$ cat config.mk
export PLATFORM = sky130hd
export DESIGN_NAME = neopix_serializer
export DESIGN_NICKNAME = d
export VERILOG_FILES = /design/src/rtl/neopix_serializer.sv
export SDC_FILE = /design/constraint.sdc
export NUM_CORES = 1
export LEC_CHECK = 0
export ABC_AREA = 0
export ABC_CLOCK_PERIOD_IN_PS = 7700
export CAP_MARGIN = 20
export CELL_PAD_IN_SITES_DETAIL_PLACEMENT = 1
export CELL_PAD_IN_SITES_GLOBAL_PLACEMENT = 1
export CORE_ASPECT_RATIO = 1.2
export CORE_UTILIZATION = 46
export CTS_CLUSTER_DIAMETER = 120
export CTS_CLUSTER_SIZE = 28
export DETAILED_ROUTE_END_ITERATION = 10
export PLACE_DENSITY_LB_ADDON = 0.1
export REMOVE_ABC_BUFFERS = 1
export SYNTH_ARGS = -nofsm -noshare
export SYNTH_HDL_FRONTEND = slang
export SYNTH_SLANG_ARGS = --single-unit
$ cat constraint.sdc
create_clock -name CLK -period 7.7 [get_ports CLK]
set_clock_uncertainty 0.05 [all_clocks]
set_input_delay 0.77 -clock CLK [delete_from_list [all_inputs] [get_ports CLK]]
set_output_delay 0.77 -clock CLK [all_outputs]
set_load 0.005 [all_outputs]
$ cat src/rtl/neopix_serializer.sv
// WS2812/NeoPixel line driver: fetches one GRB word per LED through a
// request/address handshake, serialises it MSB-first with NRZ pulse-width
// coding, then holds the line low for the latch period. Frames repeat forever.
module neopix_serializer #(
    parameter int unsigned NUM_LEDS     = 8,
    parameter int unsigned SYSTEM_CLOCK = 50000000,
    parameter int unsigned T0H_NS       = 400,
    parameter int unsigned T1H_NS       = 800,
    parameter int unsigned BIT_NS       = 1250,
    parameter int unsigned RESET_NS     = 60000,
    localparam int unsigned AW          = (NUM_LEDS > 1) ? $clog2(NUM_LEDS) : 1
) (
    input  logic          CLK,
    input  logic          RST,
    output logic          reset_state,
    output logic          data_request,
    output logic          new_address,
    output logic [AW-1:0] address,
    input  logic [7:0]    red_in,
    input  logic [7:0]    green_in,
    input  logic [7:0]    blue_in,
    output logic          DO
);

    localparam int unsigned CLK_MHZ   = SYSTEM_CLOCK / 1000000;
    localparam int unsigned T0H_CYC   = CLK_MHZ * T0H_NS / 1000;
    localparam int unsigned T1H_CYC   = CLK_MHZ * T1H_NS / 1000;
    localparam int unsigned BIT_CYC   = CLK_MHZ * BIT_NS / 1000;
    localparam int unsigned RESET_CYC = CLK_MHZ * RESET_NS / 1000;
    localparam int unsigned CW        = $clog2(RESET_CYC);
    localparam int unsigned BW        = $clog2(BIT_CYC);
    localparam int unsigned WW        = 24;
    localparam int unsigned IW        = 5;

    typedef enum logic {
        ST_RESET = 1'b0,
        ST_SEND  = 1'b1
    } state_e;

    state_e          state_q, state_d;
    logic [CW-1:0]   cnt_q, cnt_d;
    logic [BW-1:0]   bit_cnt_q, bit_cnt_d;
    logic [WW-1:0]   shift_q, shift_d;
    logic [IW-1:0]   bit_idx_q, bit_idx_d;
    logic [AW-1:0]   led_idx_q, led_idx_d;
    logic            load_c;
    logic            do_q, do_d;
    logic            reset_state_q, reset_state_d;
    logic            data_request_q, data_request_d;
    logic            new_address_q, new_address_d;
    logic [AW-1:0]   address_q, address_d;

    // State, datapath and registered outputs
    always_ff @(posedge CLK) begin
        if (RST) begin
            state_q        <= ST_RESET;
            cnt_q          <= '0;
            bit_cnt_q      <= '0;
            shift_q        <= '0;
            bit_idx_q      <= IW'(23);
            led_idx_q      <= '0;
            do_q           <= 1'b0;
            reset_state_q  <= 1'b1;
            data_request_q <= 1'b0;
            new_address_q  <= 1'b0;
            address_q      <= '0;
        end else begin
            state_q        <= state_d;
            cnt_q          <= cnt_d;
            bit_cnt_q      <= bit_cnt_d;
            shift_q        <= shift_d;
            bit_idx_q      <= bit_idx_d;
            led_idx_q      <= led_idx_d;
            do_q           <= do_d;
            reset_state_q  <= reset_state_d;
            data_request_q <= data_request_d;
            new_address_q  <= new_address_d;
            address_q      <= address_d;
        end
    end

    // Next state: latch countdown, bit timing, word loads at LED boundaries
    always_comb begin
        state_d   = state_q;
        cnt_d     = cnt_q;
        bit_cnt_d = bit_cnt_q;
        shift_d   = shift_q;
        bit_idx_d = bit_idx_q;
        led_idx_d = led_idx_q;
        load_c    = 1'b0;
        case (state_q)
            ST_RESET: begin
                if (cnt_q == CW'(RESET_CYC - 1)) begin
                    state_d   = ST_SEND;
                    cnt_d     = '0;
                    bit_cnt_d = '0;
                    shift_d   = {green_in, red_in, blue_in};
                    bit_idx_d = IW'(23);
                    load_c    = 1'b1;
                end else begin
                    cnt_d = cnt_q + CW'(1);
                end
            end
            ST_SEND: begin
                if (bit_cnt_q == BW'(BIT_CYC - 1)) begin
                    bit_cnt_d = '0;
                    if (bit_idx_q != '0) begin
                        shift_d   = shift_q << 1;
                        bit_idx_d = bit_idx_q - IW'(1);
                    end else if (led_idx_q == AW'(NUM_LEDS - 1)) begin
                        state_d   = ST_RESET;
                        cnt_d     = '0;
                        shift_d   = shift_q << 1;
                        bit_idx_d = IW'(23);
                        led_idx_d = '0;
                    end else begin
                        // next LED's bit 23 follows with no gap
                        shift_d   = {green_in, red_in, blue_in};
                        bit_idx_d = IW'(23);
                        led_idx_d = led_idx_q + AW'(1);
                        load_c    = 1'b1;
                    end
                end else begin
                    bit_cnt_d = bit_cnt_q + BW'(1);
                end
            end
            default: state_d = ST_RESET;
        endcase
    end

    // Outputs computed from next-state values so they register in step with it
    always_comb begin
        do_d           = 1'b0;
        reset_state_d  = (state_d == ST_RESET);
        data_request_d = 1'b0;
        new_address_d  = load_c;
        address_d      = address_q;
        if (state_d == ST_SEND) begin
            do_d = bit_cnt_d < (shift_d[WW-1] ? BW'(T1H_CYC) : BW'(T0H_CYC));
        end
        if ((state_d == ST_RESET) && (cnt_d == CW'(RESET_CYC - 2))) begin
            data_request_d = 1'b1;
        end
        if ((state_d == ST_SEND) && (bit_idx_d == '0) &&
            (bit_cnt_d == BW'(BIT_CYC - 2)) && (led_idx_d != AW'(NUM_LEDS - 1))) begin
            data_request_d = 1'b1;
        end
        if (load_c) begin
            address_d = (led_idx_d == AW'(NUM_LEDS - 1)) ? '0 : led_idx_d + AW'(1);
        end
    end

    assign DO           = do_q;
    assign reset_state  = reset_state_q;
    assign data_request = data_request_q;
    assign new_address  = new_address_q;
    assign address      = address_q;

endmodule

# ---- Word level (Yosys, flattened, before mapping)
# Index checks and enable logic that the tools add are counted.
dict set report word_totals {
  reg_bits 58
  latchBits 0
  mem_bits_rw 0
  romBits 0
  inputBits 26
  word_cells 70
  mem_count 0
}
dict set report op_classes {
  addsub 5
  multipliers 0
  div 0
  order_cmp 1
  n_eq_ne 9
  shifts 0
  mux 33
  n_bitwise 2
  n_reduce_logical 8
}
# op count
set op_table {}
lappend op_table {{$mux W24} 4}
lappend op_table {{$mux W12} 4}
lappend op_table {{$pmux W24 S2} 1}
lappend op_table {{$eq A12 B12 Y1 const B} 2}
lappend op_table {{$pmux W12 S2} 1}
lappend op_table {{$mux W6} 3}
lappend op_table {{$mux W3} 5}
lappend op_table {{$mux W5} 3}
lappend op_table {{$add A12 B1 Y12 const B} 1}
lappend op_table {{$eq A6 B6 Y1 const B} 2}
lappend op_table {{$pmux W6 S2} 1}
lappend op_table {{$pmux W5 S2} 1}
lappend op_table {{$mux W1} 8}
lappend op_table {{$add A3 B1 Y3 const B} 2}
lappend op_table {{$add A6 B1 Y6 const B} 1}
lappend op_table {{$eq A3 B3 Y1 const B} 2}
lappend op_table {{$lt A6 B6 Y1} 1}
lappend op_table {{$logic_not A5 Y1} 1}
lappend op_table {{$reduce_bool A5 Y1} 1}
lappend op_table {{$sub A5 B1 Y5 const B} 1}
lappend op_table {{$logic_and A1 B1 Y1} 4}
lappend op_table {{$pmux W1 S2} 2}
lappend op_table {{$ne A3 B3 Y1 const B} 1}
lappend op_table {{$ne A2 B1 Y1 const B} 1}
lappend op_table {{4 further kinds} 5}

# ---- Depth between registers and ports, before layout
# Gate-level depths: netlist (run 1).
dict set report logic_depth {
  ltp_word 9
  depth_mapped 12
}

# ---- Worst setup path after synthesis (run 1)
# No wires, ideal clock.
dict set report synth_timing {
  kind {reg2reg}
  from {reg bit_idx_q[0]}
  to {reg data_request_q, in the netlist data_request}
  setup_ns 0.092
  arrival_time_ns 3.213
  t_required_ns 7.558
  slack_ns 4.344
  stages_incl_launch_ff 11
  n_path_buf 0
  synth_period_minus_slack_ns 3.356
  cell_sequence {dfxtp_1 > inv_1 > ha_1 > or4b_1 > nor3_1 > mux2_2 > ha_1 > ha_1 > or4b_1 > or4_1 > o32ai_1}
}
dict set report synth_between {
  elab_cells_between_ends 25
}
# element line
set synth_rtl {}
lappend synth_rtl {{from (decl)} 44} ;# logic [IW-1:0] bit_idx_q, bit_idx_d;
lappend synth_rtl {{from (signal assigned)} 72} ;# bit_idx_q <= bit_idx_d;
lappend synth_rtl {{$reduce_bool A5 Y1} 107} ;# if (bit_idx_q != '0) begin
lappend synth_rtl {{$mux W3} 107}
lappend synth_rtl {{$mux W3} 105} ;# if (bit_cnt_q == BW'(BIT_CYC - 1)) begin
lappend synth_rtl {{$mux W3} 91} ;# case (state_q)
lappend synth_rtl {{via led_idx_d[1]} 45} ;# logic [AW-1:0] led_idx_q, led_idx_d;
lappend synth_rtl {{$ne A3 B3 Y1} 145} ;# (bit_cnt_d == BW'(BIT_CYC - 2)) && (led_idx_d != AW'(NUM_LEDS - 1))) begin
lappend synth_rtl {{$logic_and A1 B1 Y1} 145}
lappend synth_rtl {{$mux W1} 144} ;# if ((state_d == ST_SEND) && (bit_idx_d == '0) &&
lappend synth_rtl {{to (signal assigned)} 76} ;# data_request_q <= data_request_d;
lappend synth_rtl {{to (decl)} 49} ;# logic data_request_q, data_request_d;
# The timed path passes the listed nets, and every way through them passes these cells.
# A chain may end at the register's enable or synchronous reset.

# ---- Worst setup path in the final report (run 1)
dict set report layout_timing {
  from {reg bit_idx_q[1]}
  to {reg data_request_q, in the netlist data_request}
}
# Same word-level chain as after synthesis.

==> results by stage, run 1 <==
Power and ir drop:
- The peak supply drop is between 0.1 and 0.15 mV.
- For this design the static power due to leakage is 1.278 nW.
- Dividing total power by cell area gives a power density of 178.6 nW/µm².
- The design draws 646.6 µW.

Worst setup path:
- The worst setup path is launched from a flip-flop.
- The critical-path maximum fanout is 5.
- Data on the critical path is required at its endpoint by 7.90 ns.
- The kind of critical path is flip-flop to flip-flop.
- The nature of the critical path endpoint is a flip-flop.
- STA puts the critical path data arrival time at roughly 3.9 ns.

Clocking:
- The number of cells upsized or downsized after cts is 0.
- TritonCTS built the clock tree.
- No sink is reached through more buffers than the 2 on the longest clock path.
- The post-CTS repair timing setup buffer count is 0.
- The root cell of the clock tree is sky130_fd_sc_hd__clkbuf_8.
- The H-tree depth is 3.
- The later pin in the worst-skew pair is clocked with a latency of 0.33 ns.
- The total of hold buffers inserted after clock tree synthesis is 0.
- CTS saw 58 sinks.
- The number of buffers inserted during clock tree synthesis is 9.
- The clock-pin slew on the worst setup and hold paths is 0.07 ns.

Logic synthesis:
- The most common flop cell mapped by yosys is sky130_fd_sc_hd__dfxtp_1.
- Counting distinct cell types in the post-synthesis netlist gives 65.
- The post-synthesis cell count is 368.
- The synthesized area divided by synthesized cell count is 8.429 µm².
- The synthesis warning total is 0.
- In this run, synthesis inferred 0 flip-flops with an integrated enable.
- After synthesis, the share of flip-flops with an asynchronous set or reset is 0%.
- The synthesized area is 3102 µm².
- The portion of the post-synthesis area used by sequential elements is 37.43%.
- In this run, synthesis produced a sequential element count of between 50 and 60.

Timing:
- The clock period minus worst slack is 3.706 ns.
- The normalized max-slew margin is 41.85%.
- The highest clock rate is between 200 and 300 MHz.
- Of the available clock period, the critical path in the final layout requires 48.13%.
- Setup repair after global routing left no endpoint under its margin.
- The number of max-slew violations in the final report was 0.
- Setup violations remaining at the end of the flow were counted as 0.
- The count of final hold-check violations is 0.
- The transition time of the tightest slew-check pin is 0.8723 ns.
- Setup total negative slack on the finished layout was measured at 0 ns.

Route:
- The detailed-route wire length is 8281 µm.
- For this block, the via count after detailed routing is 2852.
- In the final routed layout, each cell accounts on average for roughly 17 µm.
- The final antenna-violating net count is 0.
- The number of DRC markers after the initial detailed-route iteration is 123.
- After detailed routing, the number of remaining DRC violations is 0.
- The detailed-routing iteration count for the pre-antenna-repair pass is 4.
- After detailed routing, the number of vias per cell comes to 5.979.

Cells and area:
- The fraction of final layout cells with drive strength greater than 1 is 9.439%.
- The area growth from synthesis to final layout is 16.74%.
- Cells fill 55.83% of the core in the end.
- The final-stage net count is 425.
- The antenna cell count is 0.

Worst hold path:
- The worst hold path belongs to the class flip-flop to flip-flop.

Floorplanning:
- The overall die area is 7076 µm².
- The overall die height is 91.95 µm.
- The die width is slightly below 80 µm.
- The initial core utilization is 47.82%.
- The floorplan has 32 rows.
- The number of primary I/O pins is 33.
- The placeable core area is 6486 µm².

Placement:
- Summed over all nets, the half-perimeter wirelength after detailed placement is 5637 µm.
- The count of buffers inserted at the top-level ports is 32.
- The final RePlAce weighted congestion is 0.8652.

GRT:
- The first global-routing pass estimated 14130 µm of wire.
- Summed over all layers, the global routing overflow is 0.
- Entering global routing, the biggest net connects 56 pins.
- The initial antenna violation count is 0.
- In the global route stage, overall resource usage came out at 25.52%.
- The via count of the first global-routing pass was 2919.

Status:
- The flow ran to the end, and the final reports show no timing, DRC or antenna violations.

Run:
- Max-cap violations in this run came to 0.
[where the power goes]
group          switching (mW)  internal (mW)
clock network           0.121          0.199
registers             0.00273          0.301
logic                 0.00944         0.0137
total                   0.133          0.514
[worst paths after layout]
path	slack, ns	end	from	depth (start not counted)
max	3.99	data_request	bit_idx_q[1]	10
min	0.40	shift_q[22]	shift_q[22]	2
max reg2reg	3.99	data_request	bit_idx_q[1]	10
min reg2reg	0.40	shift_q[22]	shift_q[22]	2
[worst max-delay path, stage by stage (launching register included)]
cell and delay [ns]:
sky130_fd_sc_hd__dfxtp_1 0.32, sky130_fd_sc_hd__inv_1 0.12, sky130_fd_sc_hd__ha_1 0.25, sky130_fd_sc_hd__or4b_1 0.53
sky130_fd_sc_hd__nor3_1 0.43, sky130_fd_sc_hd__mux2_2 0.40, sky130_fd_sc_hd__ha_1 0.20, sky130_fd_sc_hd__ha_1 0.22
sky130_fd_sc_hd__or4b_1 0.51, sky130_fd_sc_hd__or4_1 0.47, sky130_fd_sc_hd__o32ai_1 0.12
[routing by layer]
layer  share of wire [%]  up-vias  global-route usage (%)  wire, µm
met5                   0        -                       0         0
met4                 1.6        0                   9.776       133
met3                 2.7       15                   5.672       226
met2                  51       50                   44.94      4221
met1                  45     1400                   29.85      3700
li1                    -     1387                       -         -
[stage by stage]
step	setup WS (ns)	cells	instance area [µm²]	hold slack, ns
2_1_floorplan	4.344	344	2973	0.3707
3_3_place_gp	4.153	462	3402	0.3845
3_5_place_dp	4.048	462	3402	0.3987
4_1_cts	3.990	477	3621	0.4082
5_1_grt	3.816	477	3621	0.4269
6_report	3.994	477	3621	0.4021
[cells by family (layout without fill, tap and decap cells)]
kind of cell	Yosys count	in the layout	synth area share [%]
AOI/OAI and AO/OA	113	113	24.28
muxes	3	3	1.089
buffers and inverters	36	60	5.607
DFF	58	58	37.43
and+or+nand+nor	143	143	26.02
adders and majority gates	11	11	4.437
xor gates and xnor gates	4	4	1.129
[registers in the layout (all words and copies together) (netlist names)]
name and count:
shift_q 24, cnt_q 12, bit_cnt_q 6, bit_idx_q 5, address 3, led_idx_q 3, DO 1, data_request 1
new_address 1, reset_state 1, state_q 1
[cell usage in the layout, fill, tap and decap left out, drive strengths merged, types with 3 or more instances in the layout]
master and instances:
a211o 3, a21oi 39, a22oi 27, a31oi 5, and2 4, and3 5, clkbuf 13, clkdlybuf4s50 31
dfxtp 58, ha 11, inv 12, mux2 3, nand2 38, nand3 8, nand3b 5, nand4 8
nor2 34, nor2b 6, nor3 9, nor3b 3, nor4 3, o211ai 4, o21ai 18, o311ai 3
or3 5, xnor2 4
[cell type report]
class | count | area (µm²)
fill | 795 | 2865
multi-input combinational | 274 | 1767
sequential | 58 | 1161
timing repair buffer | 33 | 322.8
clock buffer | 13 | 158.9
tap | 85 | 106.4
clock inverter | 2 | 60.06
inverter | 12 | 45.04
[cell usage after synthesis, drive strengths merged (4+ instances only)]
master  number  area share [%]
and3         5             1.2
xnor2        4             1.1
nand4        8             2.1
inv         12             1.5
o211ai       4             1.1
nor2b        6             1.2
nand2       38             4.6
clkbuf      10             1.2
dfxtp       58              37
nor3         9             1.6
a22oi       27             6.5
or3          5             1.0
buf         14             2.9
nand3        8             1.5
a21oi       39             6.3
nand3b       5             1.2
a31oi        5             1.0
o21ai       18             3.0
ha          11             4.4
and2         4            0.81
nor2        34             4.1
Note: power is estimated with default switching activity, not from simulation.
==> run 2: changes to the inputs <==
ABC_CLOCK_PERIOD_IN_PS = 3600   (was 7700)
CORE_UTILIZATION = 43   (was 46)
clock period = 3.6 ns   (was 7.7 ns; I/O delays follow)
==> results by stage, run 2 (synthesis gave the netlist of run 1 again) <==
Timing:
- In this run the tightest slew margin relative to its limit is approximately three fifths.
- The transition time of the tightest slew-check pin is 0.5879 ns.
- The tightest hold path in the finished design has a slack of 0.2872 ns.
- The setup violation total in the final timing report is 0.
- The count of final hold-check violations is 0.
- Setup repair after global routing left no endpoint under its margin.
- The number of max-slew violations in the final report is 0.
- The setup TNS is 0 ns.
- Static timing analysis puts the maximum clock frequency at 293.0 MHz.
- For the finished layout, the period the worst path requires is 3.413 ns.
- The final clock period utilization by the worst path is a little over nine tenths.

Cells and area:
- The fill cell total of the finished layout is slightly above 800.
- Ranked by flip-flop count, first place goes to shift_q.
- The number of antenna diodes in the final layout is 0.
- For this run, the share of the core covered by cells in the final layout is 53.20%.
- Relative to the synthesized area, the layout overhead comes to 18.27%.
- In the final layout, the share of cells above drive strength 1 is between 10% and 20%.
- The library cells used most frequently in the layout, excluding fill and tap cells, are 58 x sky130_fd_sc_hd__dfxtp_1, 39 x sky130_fd_sc_hd__a21oi_1, 38 x sky130_fd_sc_hd__nand2_1, 34 x sky130_fd_sc_hd__nor2_1, 31 x sky130_fd_sc_hd__clkdlybuf4s50_1.
- After the last flow step, the layout net total stands at 433.
- The non-filler instance count after layout is 488.
- Leaving out fill and tap cells, the most frequent cell in the layout is sky130_fd_sc_hd__dfxtp_1.
- In the final layout, the registers with the most flip-flops are shift_q (24), cnt_q (12), bit_cnt_q (6).
- The number of flip-flops in the largest register is 24.

GRT:
- After global routing the overflow that remains totals 0.
- The largest net degree at the start of global routing is between 40 and 50.
- The total global routing track utilization is between 20% and 30%.
- The first global-routing pass estimated 13870 µm of wire.
- The initial antenna violation count is 0.
- The via count of the first global-routing pass is 2946.

Worst setup path:
- For this run, the slowest stage of the critical path takes 0.53 ns.
- The origin of the worst setup path is bit_idx_q[0].
- The startpoint of the worst-slack reg-to-reg timing path is bit_idx_q[0].
- The endpoint of the worst-slack reg-to-reg timing path is data_request.
- The kind of critical path is flip-flop to flip-flop.
- STA puts the critical path data required time at roughly 3.8 ns.
- The minimum setup slack among reg-to-reg paths is between 0.15 and 0.2 ns.
- Walking the worst path, the cells encountered are inv_1 -> ha_2 -> or4b_4 -> nor3_4 -> mux2_2 -> ha_1 -> ha_1 -> or4b_1 -> or4_1 -> o32ai_1.
- The combined buffer and inverter count along the critical path is 1.
- Of all nets on the critical path, the largest fanout is 5.
- On the critical path, the stage with the largest delay is an instance of sky130_fd_sc_hd__or4b_1.
- The data arrival time at the worst-slack endpoint is 3.61 ns.
- The cell family contributing the most delay on the critical path is simple AND/OR/NAND/NOR gates.
- The startpoint class of the critical path is a flip-flop.
- The count of cells along the worst register-to-register path is 10.
- The most numerous cell on the critical path is sky130_fd_sc_hd__ha_1.
- The critical path crosses 10 cells after its start point.
- In this run the worst setup path terminates at data_request.
- The nature of the critical path endpoint is a flip-flop.

Clocking:
- Counting along the longest clock path gives a buffer depth of 2.
- The clock tree from TritonCTS is yes.
- After clock tree synthesis, the setup repair step added 0 buffers.
- The root buffer cell chosen for the clock tree is sky130_fd_sc_hd__clkbuf_8.
- TritonCTS created 9 clock buffers.
- The H-tree depth is 3.
- The number of clock sinks seen by CTS is 58.
- The clock-pin slew on the worst setup and hold paths is 0.07 ns.
- The clock insertion delay at the later pin of the skew report is 0.34 ns.

Run:
- Across the run, the number of max-cap violations was 0.

Floorplanning:
- The floorplan step defined a die boundary enclosing 7558 µm².
- The placeable core area is around 6900 µm².
- Row generation in the floorplan step produced 33 rows.
- The die width is 79.53 µm.
- The initial core utilization is 44.98%.
- The number of primary I/O pins is 33.
- From bottom edge to top edge, the die measures 95.04 µm.

Worst hold path:
- In this run the worst hold path is classified as input pin to flip-flop.

Placement:
- The number of instances in the placed design is 472.
- The final RePlAce weighted congestion is 0.8653.
- The HPWL after detailed placement is 5798 µm.
- In this run the tool buffered the top-level ports with 32 buffer cells.

Route:
- The routed layout has 2853 vias.
- In the final routed layout, each cell accounts on average for roughly 17 µm.
- Once detail routing completed, the nets flagged for antenna violations numbered 0.
- The number of DRC markers after the initial detailed-route iteration is 131.
- The detailed-routing iteration count for the pre-antenna-repair pass is 4.
- The detailed-route wire length is 8195 µm.
- For this run, design rule violations remaining after detail routing come to 0.
- The routed via count divided by cell count is 5.846.

Power and ir drop:
- The peak supply drop is ~0.29 mV.
- The total leakage power is between 1 and 1.5 nW.
- The power density normalized to cell area is between 300 and 400 nW/µm².

Status:
- The run finished with clean final reports.
run 2: cell types whose count changed in the layout (fill, tap and decap cells not counted), moves of 2 or more:
cell                         previous run  this run
sky130_fd_sc_hd__buf_4                  1         9
sky130_fd_sc_hd__inv_6                  0         2
sky130_fd_sc_hd__bufinv_16              2         0
sky130_fd_sc_hd__clkbuf_1               2         0
sky130_fd_sc_hd__clkinvlp_4             0         3
run 2: stage by stage:
step	total power, mW	setup WS (ns)	area, µm²
floorplan	0.6731	0.2444	2973
global placement	0.7132	0.08510	3465
detailed placement	0.7139	-0.04165	3465
CTS	1.277	0.02477	3656
global route	1.310	0.04367	3669
finish	1.265	0.1874	3669
run 2: cell type report:
type / count / area (µm²) / share of cell area, %
inverters: 12 / 45.04 / 1.228
flip-flops and latches: 58 / 1161 / 31.65
multi-input cells: 274 / 1784 / 48.64
repair buffers: 41 / 382.9 / 10.44
clock inverters: 6 / 48.80 / 1.330
well taps: 87 / 108.9 / 2.967
clock buffers: 10 / 137.6 / 3.752
run 2: power breakdown:
group	switching [mW]	leakage, nW	internal (mW)
Clock	0.292	0.0855	0.274
Sequential	0.00576	0.468	0.644
Combinational	0.0198	0.755	0.0293
Total	0.317	1.31	0.947
run 2: layer usage:
layer	track usage (%)	share of wire, %	vias up
li1	-	-	1407
met1	28.14	45	1386
met2	41.03	50	44
met3	4.976	2.5	16
met4	10.30	2.3	0
met5	0	0	-
run 2: how the worst min path moves through the flow:
| stage | from | endpoint | slack (ns) | cells past startpoint |
|---|---|---|---|---|
| after floorplan | shift_q[22] | shift_q[22] | 0.37 | 2 |
| after global placement | shift_q[15] | shift_q[15] | 0.39 | 2 |
| after detailed placement | shift_q[17] | shift_q[17] | 0.40 | 2 |
| after CTS | RST | led_idx_q[2] | 0.26 | 2 |
| after global routing | RST | led_idx_q[0] | 0.27 | 2 |
| final | RST | led_idx_q[2] | 0.29 | 2 |
run 2: timing repair:
action | 4_1_cts | 5_1_grt
hold buffers | 0 | 0
resized for setup | 1 | 3
pin swaps | 0 | 1
setup endpoints to repair | 1 | 1
